`src/rtl/uart_pkg.sv`:
```
// uart_pkg: shared UART types and constants for the transmit and future receive paths.
//   tx_state_t       - transmit frame states
//   UART_OVERSAMPLE  - baud ticks per bit period
//   UART_DATA_BITS   - data bits per frame
package uart_pkg;
    localparam int UART_OVERSAMPLE = 16;
    localparam int UART_DATA_BITS  = 8;
    typedef enum logic [1:0] {IDLE, START, DATA, STOP} tx_state_t;
endpackage

```
`src/rtl/uart_tx_serializer_if.sv`:
```
// uart_tx_serializer_if: host-side bundle of the transmit serializer.
//   i_brg   - baud divisor, tick period is i_brg+1 clocks
//   i_data  - byte to transmit
//   i_start - single-cycle start request
//   o_tx    - serial line, idle high
//   o_busy  - frame in progress
//   o_done  - one-cycle completion pulse
interface uart_tx_serializer_if;
    import uart_pkg::*;
    logic [7:0]                i_brg;
    logic [UART_DATA_BITS-1:0] i_data;
    logic                      i_start;
    logic                      o_tx;
    logic                      o_busy;
    logic                      o_done;
    modport master (output i_brg, i_data, i_start, input o_tx, o_busy, o_done);
    modport slave  (input i_brg, i_data, i_start, output o_tx, o_busy, o_done);
endinterface

```
`src/rtl/uart_baud_gen.sv`:
```
// uart_baud_gen: divisor counter producing one oversample tick every div+1 clocks.
//   i_Clock - rising-edge clock
//   i_reset - asynchronous active-low reset
//   en      - count enable
//   clr     - restart the count from zero
//   div     - divisor, counter runs 0..div
//   tick    - high in the cycle where the count equals div
module uart_baud_gen (
    input  logic       i_Clock,
    input  logic       i_reset,
    input  logic       en,
    input  logic       clr,
    input  logic [7:0] div,
    output logic       tick
);
    logic [7:0] cnt;
    assign tick = en && cnt == div;
    always_ff @(posedge i_Clock or negedge i_reset)
        if (!i_reset) cnt <= '0;
        else          cnt <= (clr || tick) ? '0 : en ? cnt + 8'd1 : cnt;
endmodule

```
`src/rtl/uart_tx_serializer.sv`:
```
// uart_tx_serializer: 8N1 transmit serializer, one start bit, LSB-first data, stop bit(s).
//   i_Clock - rising-edge clock
//   i_reset - asynchronous active-low reset
//   bus     - slave side of uart_tx_serializer_if (divisor, byte, start, line, busy, done)
module uart_tx_serializer
    import uart_pkg::*;
#(
    parameter int DATA_BITS  = UART_DATA_BITS,
    parameter int OVERSAMPLE = UART_OVERSAMPLE,
    parameter int STOP_BITS  = 1
) (
    input  logic                 i_Clock,
    input  logic                 i_reset,
    uart_tx_serializer_if.slave  bus
);
    localparam int TW = $clog2(OVERSAMPLE);
    localparam int BW = $clog2(DATA_BITS + 1);
    tx_state_t                 state, state_d;
    logic [7:0]                brg_q;
    logic [UART_DATA_BITS-1:0] shift_q, shift_d;
    logic [TW-1:0]             tcnt, tcnt_d;
    logic [BW-1:0]             bcnt, bcnt_d;
    logic                      tick, bit_end, accept, last_bit;
    logic                      tx_q, busy_q, done_q, tx_d, busy_d, done_d;
    assign bus.o_tx   = tx_q;
    assign bus.o_busy = busy_q;
    assign bus.o_done = done_q;
    assign accept   = state == IDLE && bus.i_start;
    assign bit_end  = tick && tcnt == TW'(OVERSAMPLE - 1);
    // bcnt counts data bits in DATA and stop bits in STOP
    assign last_bit = bcnt == BW'(state == DATA ? DATA_BITS - 1 : STOP_BITS - 1);
    // divisor is latched at start so a mid-frame i_brg change cannot alter this frame
    uart_baud_gen u_baud (
        .i_Clock (i_Clock),
        .i_reset (i_reset),
        .en      (busy_q),
        .clr     (accept),
        .div     (brg_q),
        .tick    (tick)
    );
    always_ff @(posedge i_Clock or negedge i_reset)
        if (!i_reset) state <= IDLE;
        else          state <= state_d;
    always_comb begin
        state_d = accept                       ? START :
                  !bit_end                     ? state :
                  state == START               ? DATA  :
                  !last_bit                    ? state :
                  state == DATA                ? STOP  :
                  state == STOP                ? IDLE  : state;
    end
    // outputs are computed from the next state and registered, so o_tx only moves at bit boundaries
    always_comb begin
        shift_d = accept ? bus.i_data : (state == DATA && bit_end) ? shift_q >> 1 : shift_q;
        tx_d    = state_d == START ? 1'b0 : state_d == DATA ? shift_d[0] : 1'b1;
        busy_d  = state_d != IDLE;
        done_d  = state != IDLE && state_d == IDLE;
        tcnt_d  = accept ? '0 : !tick ? tcnt : tcnt == TW'(OVERSAMPLE - 1) ? '0 : tcnt + TW'(1);
        bcnt_d  = accept ? '0 : !bit_end ? bcnt : (state == START || last_bit) ? '0 : bcnt + BW'(1);
    end
    always_ff @(posedge i_Clock or negedge i_reset)
        if (!i_reset) begin
            brg_q   <= '0;
            shift_q <= '0;
            tcnt    <= '0;
            bcnt    <= '0;
            tx_q    <= 1'b1;
            busy_q  <= 1'b0;
            done_q  <= 1'b0;
        end else begin
            brg_q   <= accept ? bus.i_brg : brg_q;
            shift_q <= shift_d;
            tcnt    <= tcnt_d;
            bcnt    <= bcnt_d;
            tx_q    <= tx_d;
            busy_q  <= busy_d;
            done_q  <= done_d;
        end
endmodule

```
`src/flat_wrapper.sv`:
```
// flat-port wrapper written by rule: the top's interface ports become plain ports
module uart_tx_serializer_flat import uart_pkg::*;
#(
    parameter int DATA_BITS  = UART_DATA_BITS,
    parameter int OVERSAMPLE = UART_OVERSAMPLE,
    parameter int STOP_BITS  = 1
)
  (i_Clock, i_reset, bus_i_brg, bus_i_data, bus_i_start, bus_o_tx, bus_o_busy, bus_o_done);
  uart_tx_serializer_if bus_i ();
  input  logic i_Clock;
  input  logic i_reset;
  input wire logic [$bits(bus_i.i_brg)-1:0] bus_i_brg;
  input wire logic [$bits(bus_i.i_data)-1:0] bus_i_data;
  input wire logic [$bits(bus_i.i_start)-1:0] bus_i_start;
  output wire logic [$bits(bus_i.o_tx)-1:0] bus_o_tx;
  output wire logic [$bits(bus_i.o_busy)-1:0] bus_o_busy;
  output wire logic [$bits(bus_i.o_done)-1:0] bus_o_done;
  assign bus_i.i_brg = bus_i_brg;
  assign bus_i.i_data = bus_i_data;
  assign bus_i.i_start = bus_i_start;
  assign bus_o_tx = bus_i.o_tx;
  assign bus_o_busy = bus_i.o_busy;
  assign bus_o_done = bus_i.o_done;
  uart_tx_serializer #(.DATA_BITS(DATA_BITS), .OVERSAMPLE(OVERSAMPLE), .STOP_BITS(STOP_BITS)) u_core (.i_Clock(i_Clock), .i_reset(i_reset), .bus(bus_i));
endmodule
```
`config.mk`:
```
export PLATFORM = sky130hd
export DESIGN_NAME = uart_tx_serializer_flat
export DESIGN_NICKNAME = d
export VERILOG_FILES = /design/src/rtl/uart_pkg.sv /design/src/rtl/uart_tx_serializer_if.sv /design/src/rtl/uart_baud_gen.sv /design/src/rtl/uart_tx_serializer.sv /design/src/flat_wrapper.sv
export SDC_FILE = /design/constraint.sdc
export NUM_CORES = 1
export LEC_CHECK = 0
export BUFFER_PORTS_ARGS = -buffer_cell sky130_fd_sc_hd__buf_2
export CORE_UTILIZATION = 46
export CTS_CLUSTER_SIZE = 30
export DETAILED_ROUTE_END_ITERATION = 12
export GPL_ROUTABILITY_DRIVEN = 0
export HOLD_SLACK_MARGIN = 0.03
export PLACE_DENSITY = 0.66
export RECOVER_POWER = 25
export SKIP_LAST_GASP = 1
export SLEW_MARGIN = 0
export SYNTH_ARGS = -nofsm -noshare
export SYNTH_HDL_FRONTEND = slang
export SYNTH_SLANG_ARGS = --single-unit
```
`constraint.sdc`:
```
create_clock -name i_Clock -period 6.7 [get_ports i_Clock]
set_clock_uncertainty 0.2 [all_clocks]
set_input_delay 0.67 -clock i_Clock [delete_from_list [all_inputs] [get_ports i_Clock]]
set_output_delay 0.67 -clock i_Clock [all_outputs]
set_load 0.03 [all_outputs]
```
# Word-level counts from Yosys, hierarchy flattened
# Index checks and enable logic that the tools add are counted.
[totals]
regBits = 37
[op_classes]
n_eq_ne = 8
add_sub_neg = 3
n_mux = 19
reduce_logical = 15
[op_table]
columns = ["op", "count"]
rows = [
  ["$mux W8", 4],
  ["$mux W4", 6],
  ["$mux W2", 6],
  ["$reduce_bool A2 Y1", 6],
  ["$add A4 B1 Y4 const B", 2],
  ["$add A8 B1 Y8 const B", 1],
  ["$eq A8 B8 Y1", 1],
  ["$eq A2 B2 Y1 const B", 3],
  ["$logic_and A1 B1 Y1", 5],
  ["$eq A2 B1 Y1 const B", 2],
  ["$eq A4 B4 Y1", 1],
  ["$eq A4 B4 Y1 const B", 1],
  ["$logic_not A2 Y1", 2],
  ["$mux W3", 1],
  ["$logic_or A1 B1 Y1", 2],
  ["$mux W1", 2],
]

# Logic depth before layout (Yosys ltp)
# Gate-level depths: netlist of the first run.
[depth]
ltp_word = 10
ltp_mapped = 9

# Hierarchy
# From an unflattened synthesis of the first run, not the netlist that was laid out.
[hier_totals]
hier_cells = 184
area_unflattened_um2 = 1839.3
[by_module_without_submodules]
columns = ["mod", "seq_area_each_um2", "cells_per_inst", "n_inst", "area_each_um2"]
rows = [
  ["uart_tx_serializer", 726.9, 136, 1, 1343.8],
  ["uart_baud_gen", 200.2, 48, 1, 495.5],
]

# Worst setup path before layout of the first run
# OpenSTA, ideal clock, no wires.
[synth_path]
path_kind = "reg2reg"
from = "register u_core.state[1]"
to = "register u_core.busy_q, in the netlist u_core.bus.o_busy"
period_less_slack_ns = 2.358
required_time_ns = 6.374
t_arrival_ns = 2.033
setup_time_ns = 0.126
path_slack_ns = 4.342
stages_incl_launch_ff = 9
path_cell_list = "dfrtp_1 -> ha_1 -> or4_1 -> a21oi_1 -> nor2_1 -> nor2b_1 -> o21ai_1 -> nand2b_1 -> nand2b_1"
[synth_via]
elab_chain_len = 8
[synth_lines]
columns = ["item", "line_no", "source"]
rows = [
  ["from (decl)", "uart_tx_serializer.sv:18", "tx_state_t state, state_d;"],
  ["from (signal assigned)", "uart_tx_serializer.sv:43", "else state <= state_d;"],
  ["$eq A2 B2 Y1, on equally long branches", "uart_tx_serializer.sv:31, uart_tx_serializer.sv:49, uart_tx_serializer.sv:50", ""],
  ["$mux W3 or $mux W2 (tied branches)", "uart_tx_serializer.sv:31, uart_tx_serializer.sv:50", ""],
  ["$eq A4 B4 Y1 or $mux W2 (tied branches)", "uart_tx_serializer.sv:31, uart_tx_serializer.sv:49", ""],
  ["$mux W2", "uart_tx_serializer.sv:48", "!last_bit ? state :"],
  ["$mux W2", "uart_tx_serializer.sv:47", "state == START ? DATA :"],
  ["$mux W2", "uart_tx_serializer.sv:46", "!bit_end ? state :"],
  ["$mux W2 (*)", "uart_tx_serializer.sv:45", "state_d = accept ? START :"],
  ["named net u_core.state_d[0]", "uart_tx_serializer.sv:18", ""],
  ["$reduce_bool A2 Y1 (*)", "uart_tx_serializer.sv:56", "busy_d = state_d != IDLE;"],
  ["named net u_core.busy_d", "uart_tx_serializer.sv:24", "logic tx_q, busy_q, done_q, tx_d, busy_d, done_d;"],
  ["to (signal assigned)", "uart_tx_serializer.sv:76", "busy_q <= busy_d;"],
  ["to (decl)", "uart_tx_serializer.sv:24", ""],
]
# Mark *: on every way through the listed nets, which the timed path passes. The rest lies on a longest branch.
# A chain may end at the register's enable or synchronous reset.

# Worst setup path after layout of the first run
# Ends and elaborated chain as after synthesis.

==> impl_metrics.csv, run 1 <==
group,metric,value,unit
run_status,run_status,"finished with violations",
run_status,violations,"capacitance limit, slew limit",
route,firstDrtPassIters,4,
route,wl_met3,184,microns
clock_tree,cts.sinks,37,
logic_synthesis,synth-main-ff-cell,"dfrtp_1",
sta,setup_violations,0,
logic_synthesis,synthCells,187,
cells_and_area,layout-drive-gt1-share,0.1524,
place,dpl.hpwl,2.533,mm
clock_tree,clk_latency,0.29,ns
logic_synthesis,synthArstFlopShare,1.000,
logic_synthesis,avgSynthCellArea,9.842,sq um
logic_synthesis,synth_xor_area_frac,0.06186,
critical_path,path_max_fanout,5,
clock_tree,numCtsBuffers,5,
route,wl_per_cell,13.58,microns
clock_tree,hold_buffers,0,
clock_tree,cts-resized-gates,0,
die,placementRows,22,
grt,antenna_found_initial,0,
clock_tree,path_clk_slew,0.07,ns
logic_synthesis,yosysSeqAreaShare,0.5037,
grt,grt_pass1_wl,6.285,mm
critical_path,required,6.67,ns
logic_synthesis,yosys.area_share.simple,0.2107,
logic_synthesis,syn_area,1841,sq um
sta,rsz0062_at_grt,"no",
cells_and_area,n_fill_cell,380,
pwr,p_leak,0.9258,nW
grt,grt-ovfl-total,0,
logic_synthesis,yosysUniqueCellTypes,37,
clock_tree,cts_setup_buffers,0,
route,drt_iter0_drc,66,
sta,min_period,2.687,ns
pwr,total_power,0.3805,mW
route,ant_nets,0,
logic_synthesis,synthAdderAreaFrac,0.04759,
clock_tree,cts_buffer_depth,2,
sta,worstMarginPinSlew,1.915,ns
clock_tree,clockRootBuffer,"clkbuf_8",
die,die-area,4258,sq um
die,initial_core_util,0.4916,
critical_path,cp_slowest_cell,"or4_1",
critical_path,cpMostUsedCell,"nand2b_1",
critical_path,path_buf_inv,0,
route,met1_length,1.725,mm
logic_synthesis,yosys_warnings,0,
clock_tree,cts_max_level,2,
critical_path,crit_chain,"ha_1 > or4_1 > a21oi_1 > nor2_1 > nor2b_1 > o21ai_1 > nand2b_1 > nand2b_1",
die,die_w,65.26,microns
logic_synthesis,synth_nets,213,
sta,tns,0,ns
route,route.vias.total,1370,
critical_path,worst_setup_path_end_kind,"flip-flop",
cells_and_area,final_common_cell,"dfrtp_1",
logic_synthesis,synth_edf_count,0,
sta,slew_viol_final,38,
die,die_height,65.26,microns
grt,grt_pass1_vias,1348,
route,postRouteWirelength,3.504,mm
job,maxCapViolations,1,
sta,max_freq,372.1,MHz
sta,post-route-period-util,0.4011,
critical_path,critical_path_arrival,2.66,ns
critical_path,critPathTopFamily,"simple AND/OR/NAND/NOR gates",
sta,finalHoldViolCount,0,
place,io_buffer_count,21,
route,routed-wl-met2,1.552,mm
critical_path,crit_type,"reg2reg",
grt,grt_usage,0.1968,
logic_synthesis,synth_top_family_by_area,"simple AND/OR/NAND/NOR gates",
route,drc,0,
logic_synthesis,synth.mux.area_fraction,0.05438,
cells_and_area,multi_input_area,868.3,sq um
logic_synthesis,synth_compound_area_frac,0.09721,
die,io_pins,22,
critical_path,start_kind,"flip-flop",
cells_and_area,nets,235,
cells_and_area,area_delta_synth_final,12.17,%
sta,slew-limit-headroom,-0.2765,
logic_synthesis,ys_ff_latch,37,
cells_and_area,regArea,927.1,sq um
pwr,p_per_area,184.3,nW/um^2
cells_and_area,final_cell_mix,"36 x dfrtp_1, 32 x nand2_1, 20 x buf_2",
cells_and_area,diodes,0,
pwr,ir_drop,0.1245,mV
route,routed.top_layer,"met4",
die,core_area,3744,sq um
hold_path,min_path_type,"reg2reg",
clock_tree,cts_tree,"built",
route,routed_via_density,5.310,
critical_path,critPathMaxStageDelay,0.53,ns
grt,grt_max_degree,38,
==> registers in the layout, summed over array words and instances (netlist names) <==
signal,count
u_core.bus.o_busy,1
u_core.bus.o_done,1
u_core.bcnt,4
u_core.bus.o_tx,1
u_core.brg_q,8
u_core.tcnt,4
u_core.state,2
u_core.u_baud.cnt,8
u_core.shift_q,8
==> area by class of cell <==
type / count / share of cell area
Sequential cell: 37 / 0.4491
Multi-Input combinational cell: 138 / 0.4206
Timing Repair Buffer: 21 / 0.05030
Clock buffer: 6 / 0.03515
Tap cell: 48 / 0.02909
Inverter: 6 / 0.01091
Clock inverter: 2 / 0.004848
==> report_power, final <==
| group | internal (mW) | switching [mW] | total (mW) |
|---|---|---|---|
| Combinational | 0.00366 | 0.00566 | 0.00932 |
| Sequential | 0.223 | 0 | 0.223 |
| Clock | 0.0720 | 0.0758 | 0.148 |
| Total | 0.299 | 0.0815 | 0.380 |
==> synthesized netlist by cell type (2+ instances only) <==
library cell / count / area share
a21oi_1: 5 / 0.014
clkbuf_1: 5 / 0.010
nand4_1: 5 / 0.017
mux2i_1: 10 / 0.054
ha_1: 7 / 0.048
o21ai_0: 13 / 0.035
xnor2_1: 4 / 0.019
nor2_1: 18 / 0.037
nand3_1: 4 / 0.011
nand2b_1: 5 / 0.017
inv_1: 6 / 0.012
nand2_1: 32 / 0.065
xor2_1: 9 / 0.043
and3_1: 4 / 0.014
o2111ai_1: 2 / 0.0095
o21ai_1: 2 / 0.0054
dfrtp_1: 36 / 0.49
==> metal layers <==
metal | up-vias | GRT usage
li1 | 687 | -
met1 | 644 | 0.2593
met2 | 34 | 0.3054
met3 | 5 | 0.06771
met4 | 0 | 0.05707
met5 | - | 0
==> stage by stage <==
step / instance area [sq um] / std cells / utilization / hold slack (ns) / setup WS [ns]
global route: 2064 / 258 / 0.5515 / 0.3235 / 3.824
global placement: 1983 / 250 / 0.5297 / 0.2680 / 4.121
CTS: 2066 / 258 / 0.5518 / 0.2871 / 4.021
finish: 2064 / 258 / 0.5515 / 0.2931 / 4.013
floorplan: 1841 / 187 / - / 0.1744 / 4.342
detailed placement: 1983 / 250 / 0.5297 / 0.2714 / 4.002
==> worst register-to-register path, delay by kind of cell (launching register included) <==
family                     cells  cell delay, ns
DFF                            1            0.44
adders and majority gates      1            0.27
and+or+nand+nor                5            1.16
AOI/OAI and AO/OA              2            0.50
==> cells by family after synthesis <==
logic type	Yosys count
and+or+nand+nor	79
DFF	37
AOI/OAI and AO/OA	29
xor gates and xnor gates	13
buffers and inverters	12
muxes	10
adders and majority gates	7
==> worst paths after layout <==
check | cells after the start | start | slack, ns | end
hold reg to reg | 1 | u_core.bcnt[3]$_DFFE_PN0P_ | 0.29 | u_core.bcnt[3]$_DFFE_PN0P_
setup / recovery | 8 | u_core.state[1]$_DFF_PN0_ | 4.01 | u_core.bus.o_busy$_DFF_PN0_
min in group asynchronous | 1 | i_reset | 0.70 | u_core.bcnt[1]$_DFFE_PN0P_
hold / removal | 1 | u_core.bcnt[3]$_DFFE_PN0P_ | 0.29 | u_core.bcnt[3]$_DFFE_PN0P_
max in group asynchronous | 1 | i_reset | 4.49 | u_core.u_baud.cnt[3]$_DFFE_PN0P_
setup reg to reg | 8 | u_core.state[1]$_DFF_PN0_ | 4.01 | u_core.bus.o_busy$_DFF_PN0_
Power figures use the tool's default switching activity.
==> inputs of run 2 (changes only) <==
Settings changed: ABC_AREA from default to 1, PLACE_DENSITY 0.66 to 0.68.
Clock period 6.7 ns to 2.2 ns, I/O delays scaled along.
==> impl_metrics.csv, run 2 <==
group,metric,value,unit
route,drt_iter0_drc,63,
critical_path,path_max_fanout,4,
logic_synthesis,yosysSeqAreaShare,0.4566,
hold_path,hold_end,"u_core.tcnt[1]$_DFFE_PN0N_",
logic_synthesis,synth_edf_count,0,
grt,grt-ovfl-total,0,
sta,min_period,2.030,ns
die,initial_core_util,0.4935,
hold_path,hp-start,"bus_i_start",
sta,max_freq,492.6,MHz
logic_synthesis,ys_top_cells_by_count,"69 x nand2_1, 36 x dfrtp_1, 35 x inv_1",
sta,post-route-period-util,0.9228,
pwr,p_per_area,525.9,nW/um^2
clock_tree,clk_latency,0.29,ns
cells_and_area,final_common_cell,"nand2_1",
logic_synthesis,yosys.area.top_type,"dfrtp_1",
logic_synthesis,synth_top_cell_area_share,0.4436,
grt,grt_pass1_vias,1696,
critical_path,crit_chain,"inv_1 > ha_1 > inv_1 > a21oi_1 > inv_1 > o21ai_0 > nand2_1 > nand2_2 > nand2_2 > nand2_1 > inv_1 > nor2_1",
pwr,clkPwrFrac,0.440,
cells_and_area,final_cell_mix,"69 x nand2_1, 36 x dfrtp_1, 35 x inv_1",
route,wl_per_cell,11.89,microns
die,io_pins,22,
clock_tree,clockRootBuffer,"clkbuf_8",
route,postRouteWirelength,4.267,mm
logic_synthesis,avgSynthCellArea,7.721,sq um
run_status,run_status,"finished clean",
critical_path,required,2.22,ns
critical_path,critPathMaxStageDelay,0.38,ns
pwr,combinationalPowerShare,0.040,
pwr,netSwitchingFraction,0.1985,
cells_and_area,largestRegisters,"u_core.brg_q: 8 flops, u_core.shift_q: 8 flops, u_core.u_baud.cnt: 8 flops",
logic_synthesis,synth_nets,289,
cells_and_area,n_fill_cell,371,
critical_path,r2r_cells,12,
critical_path,cpMostUsedCell,"inv_1",
die,die_height,68.44,microns
logic_synthesis,synthArstFlopShare,1.000,
route,drc,0,
grt,grt_usage,0.2128,
clock_tree,cts_buffer_depth,2,
critical_path,timing.rr.start,"u_core.state[0]$_DFF_PN0_",
critical_path,r2r_slack,0.17,ns
critical_path,worst_setup_path_end_kind,"flip-flop",
die,placementRows,23,
sta,finalHoldViolCount,0,
place,dpl.hpwl,2.964,mm
sta,tns,0,ns
pwr,sequentialPowerShare,0.521,
pwr,ir_drop,0.2964,mV
clock_tree,cts.sinks,37,
route,ant_nets,0,
logic_synthesis,yosys-top-cells-area,"dfrtp_1 44%, nand2_1 13%, nand3_1 7.1%",
sta,slew-limit-headroom,0.3919,
pwr,p_int,1.047,mW
logic_synthesis,ys_ff_latch,37,
cells_and_area,diodes,0,
die,core_area,4115,sq um
clock_tree,path_clk_slew,0.07,ns
cells_and_area,layout-drive-gt1-share,0.1748,
route,routed_via_density,5.003,
die,die_w,68.44,microns
die,die-area,4684,sq um
job,maxCapViolations,0,
sta,setup_violations,0,
grt,grt_pass1_wl,7.258,mm
sta,slew_viol_final,0,
place,io_buffer_count,21,
hold_path,min_path_type,"in2reg",
sta,worstMarginPinSlew,0.9122,ns
cells_and_area,area_delta_synth_final,22.30,%
logic_synthesis,synthCells,263,
logic_synthesis,syn_area,2031,sq um
sta,setup_ws,0.1698,ns
sta,rsz0062_at_grt,"no",
place,dpl_worst_slack,0.1950,ns
pwr,switchingPower,0.2592,mW
clock_tree,cts_tree,"built",
critical_path,start_kind,"flip-flop",
critical_path,rr_endpoint,"u_core.bus.o_tx$_DFF_PN1_",
clock_tree,cts_max_level,2,
pwr,p_leak,1.331,nW
logic_synthesis,yosys_warnings,0,
clock_tree,numCtsBuffers,5,
hold_path,hold_path_depth,4,
critical_path,critical_path_arrival,2.05,ns
critical_path,crit_type,"reg2reg",
logic_synthesis,synth_most_common_cell,"nand2_1",
critical_path,cp_slowest_cell,"dfrtp_1",
route,firstDrtPassIters,4,
logic_synthesis,synth-main-ff-cell,"dfrtp_1",
cells_and_area,nets,334,
grt,grt_max_degree,38,
grt,antenna_found_initial,0,
route,route.vias.total,1796,
logic_synthesis,yosysUniqueCellTypes,28,
-- run 2: cell count changes in the layout (fill, tap and decap cells not counted), sizes merged, moves of 3 or more --
cell	before	now
nand2	33	77
xnor2	4	1
nand3	4	29
nor3	0	7
xor2	9	3
mux2i	10	0
inv	6	46
clkbuf	7	10
and3	4	0
o21ai	15	19
nand2b	5	0
dlygate4sd3	0	17
-- run 2: worst max path at each step --
stage | startpoint | end | cells after the start
CTS | u_core.state[0]$_DFF_PN0_ | u_core.bus.o_tx$_DFF_PN1_ | 12
global placement | u_core.state[0]$_DFF_PN0_ | u_core.bus.o_tx$_DFF_PN1_ | 12
detailed placement | u_core.state[0]$_DFF_PN0_ | u_core.bus.o_tx$_DFF_PN1_ | 12
floorplan | u_core.bus.o_busy$_DFF_PN0_ | u_core.bcnt[3]$_DFFE_PN0P_ | 9
global route | u_core.state[0]$_DFF_PN0_ | u_core.bus.o_tx$_DFF_PN1_ | 12
finish | u_core.state[0]$_DFF_PN0_ | u_core.bus.o_tx$_DFF_PN1_ | 12
-- run 2: layout make-up --
cell class	instances	area (sq um)	area share
Clock buffer	6	72.57	0.02922
Tap cell	50	62.56	0.02519
Sequential cell	37	927.1	0.3733
Timing Repair Buffer	41	294.0	0.1184
Multi-Input combinational cell	177	919.6	0.3703
Inverter	46	172.7	0.06952
Clock inverter	2	35.03	0.01411
-- run 2: per-layer routing --
metal	track usage	routed length (microns)	up-vias
met5	0	0	-
met4	0.08594	101	0
met3	0.06167	155	10
met2	0.3370	2021	40
met1	0.2704	1990	827
li1	-	-	919
-- run 2: critical path: cells and delay by family, from the launching register on --
| family | cells | cell delay (ns) |
|---|---|---|
| and+or+nand+nor | 5 | 0.36 |
| buffers and inverters | 4 | 0.36 |
| adders and majority gates | 1 | 0.23 |
| AOI/OAI and AO/OA | 2 | 0.44 |
| DFF | 1 | 0.38 |
-- run 2: logic make-up after synthesis --
family,count (synthesis),synth area share
buf+inv,49,0.09057
xor+xnor,4,0.01726
simple gates,138,0.3185
fa+ha+maj,7,0.04313
flops,37,0.4566
compound gates,28,0.07394
-- run 2: power groups by stage --
stage	registers [mW]	logic [mW]	clock network [mW]
6_report	0.680	0.0518	0.574
5_1_grt	0.680	0.0588	0.621
4_1_cts	0.680	0.0520	0.594
3_5_place_dp	0.693	0.0291	0
3_3_place_gp	0.693	0.0292	0
2_1_floorplan	0.693	0.0000243	0
-- run 2: timing repair --
action	in CTS	in global routing
buffers inserted	0	0
setup endpoints to repair	0	0
endpoints found under the hold margin	52	0
hold buffers	17	0
gates resized for setup	0	0
-- run 2: through the flow --
step / utilization / area, sq um / instances / hold WS (ns) / power [mW]
final: 0.6035 / 2484 / 359 / 0.1678 / 1.306
after global routing: 0.6035 / 2484 / 359 / 0.1813 / 1.359
after CTS: 0.6044 / 2487 / 359 / 0.1648 / 1.326
after detailed placement: 0.5369 / 2210 / 334 / 0.1742 / 0.7221
after global placement: 0.5369 / 2210 / 334 / 0.1781 / 0.7222
after floorplan: - / 2031 / 263 / -0.2756 / 0.6932
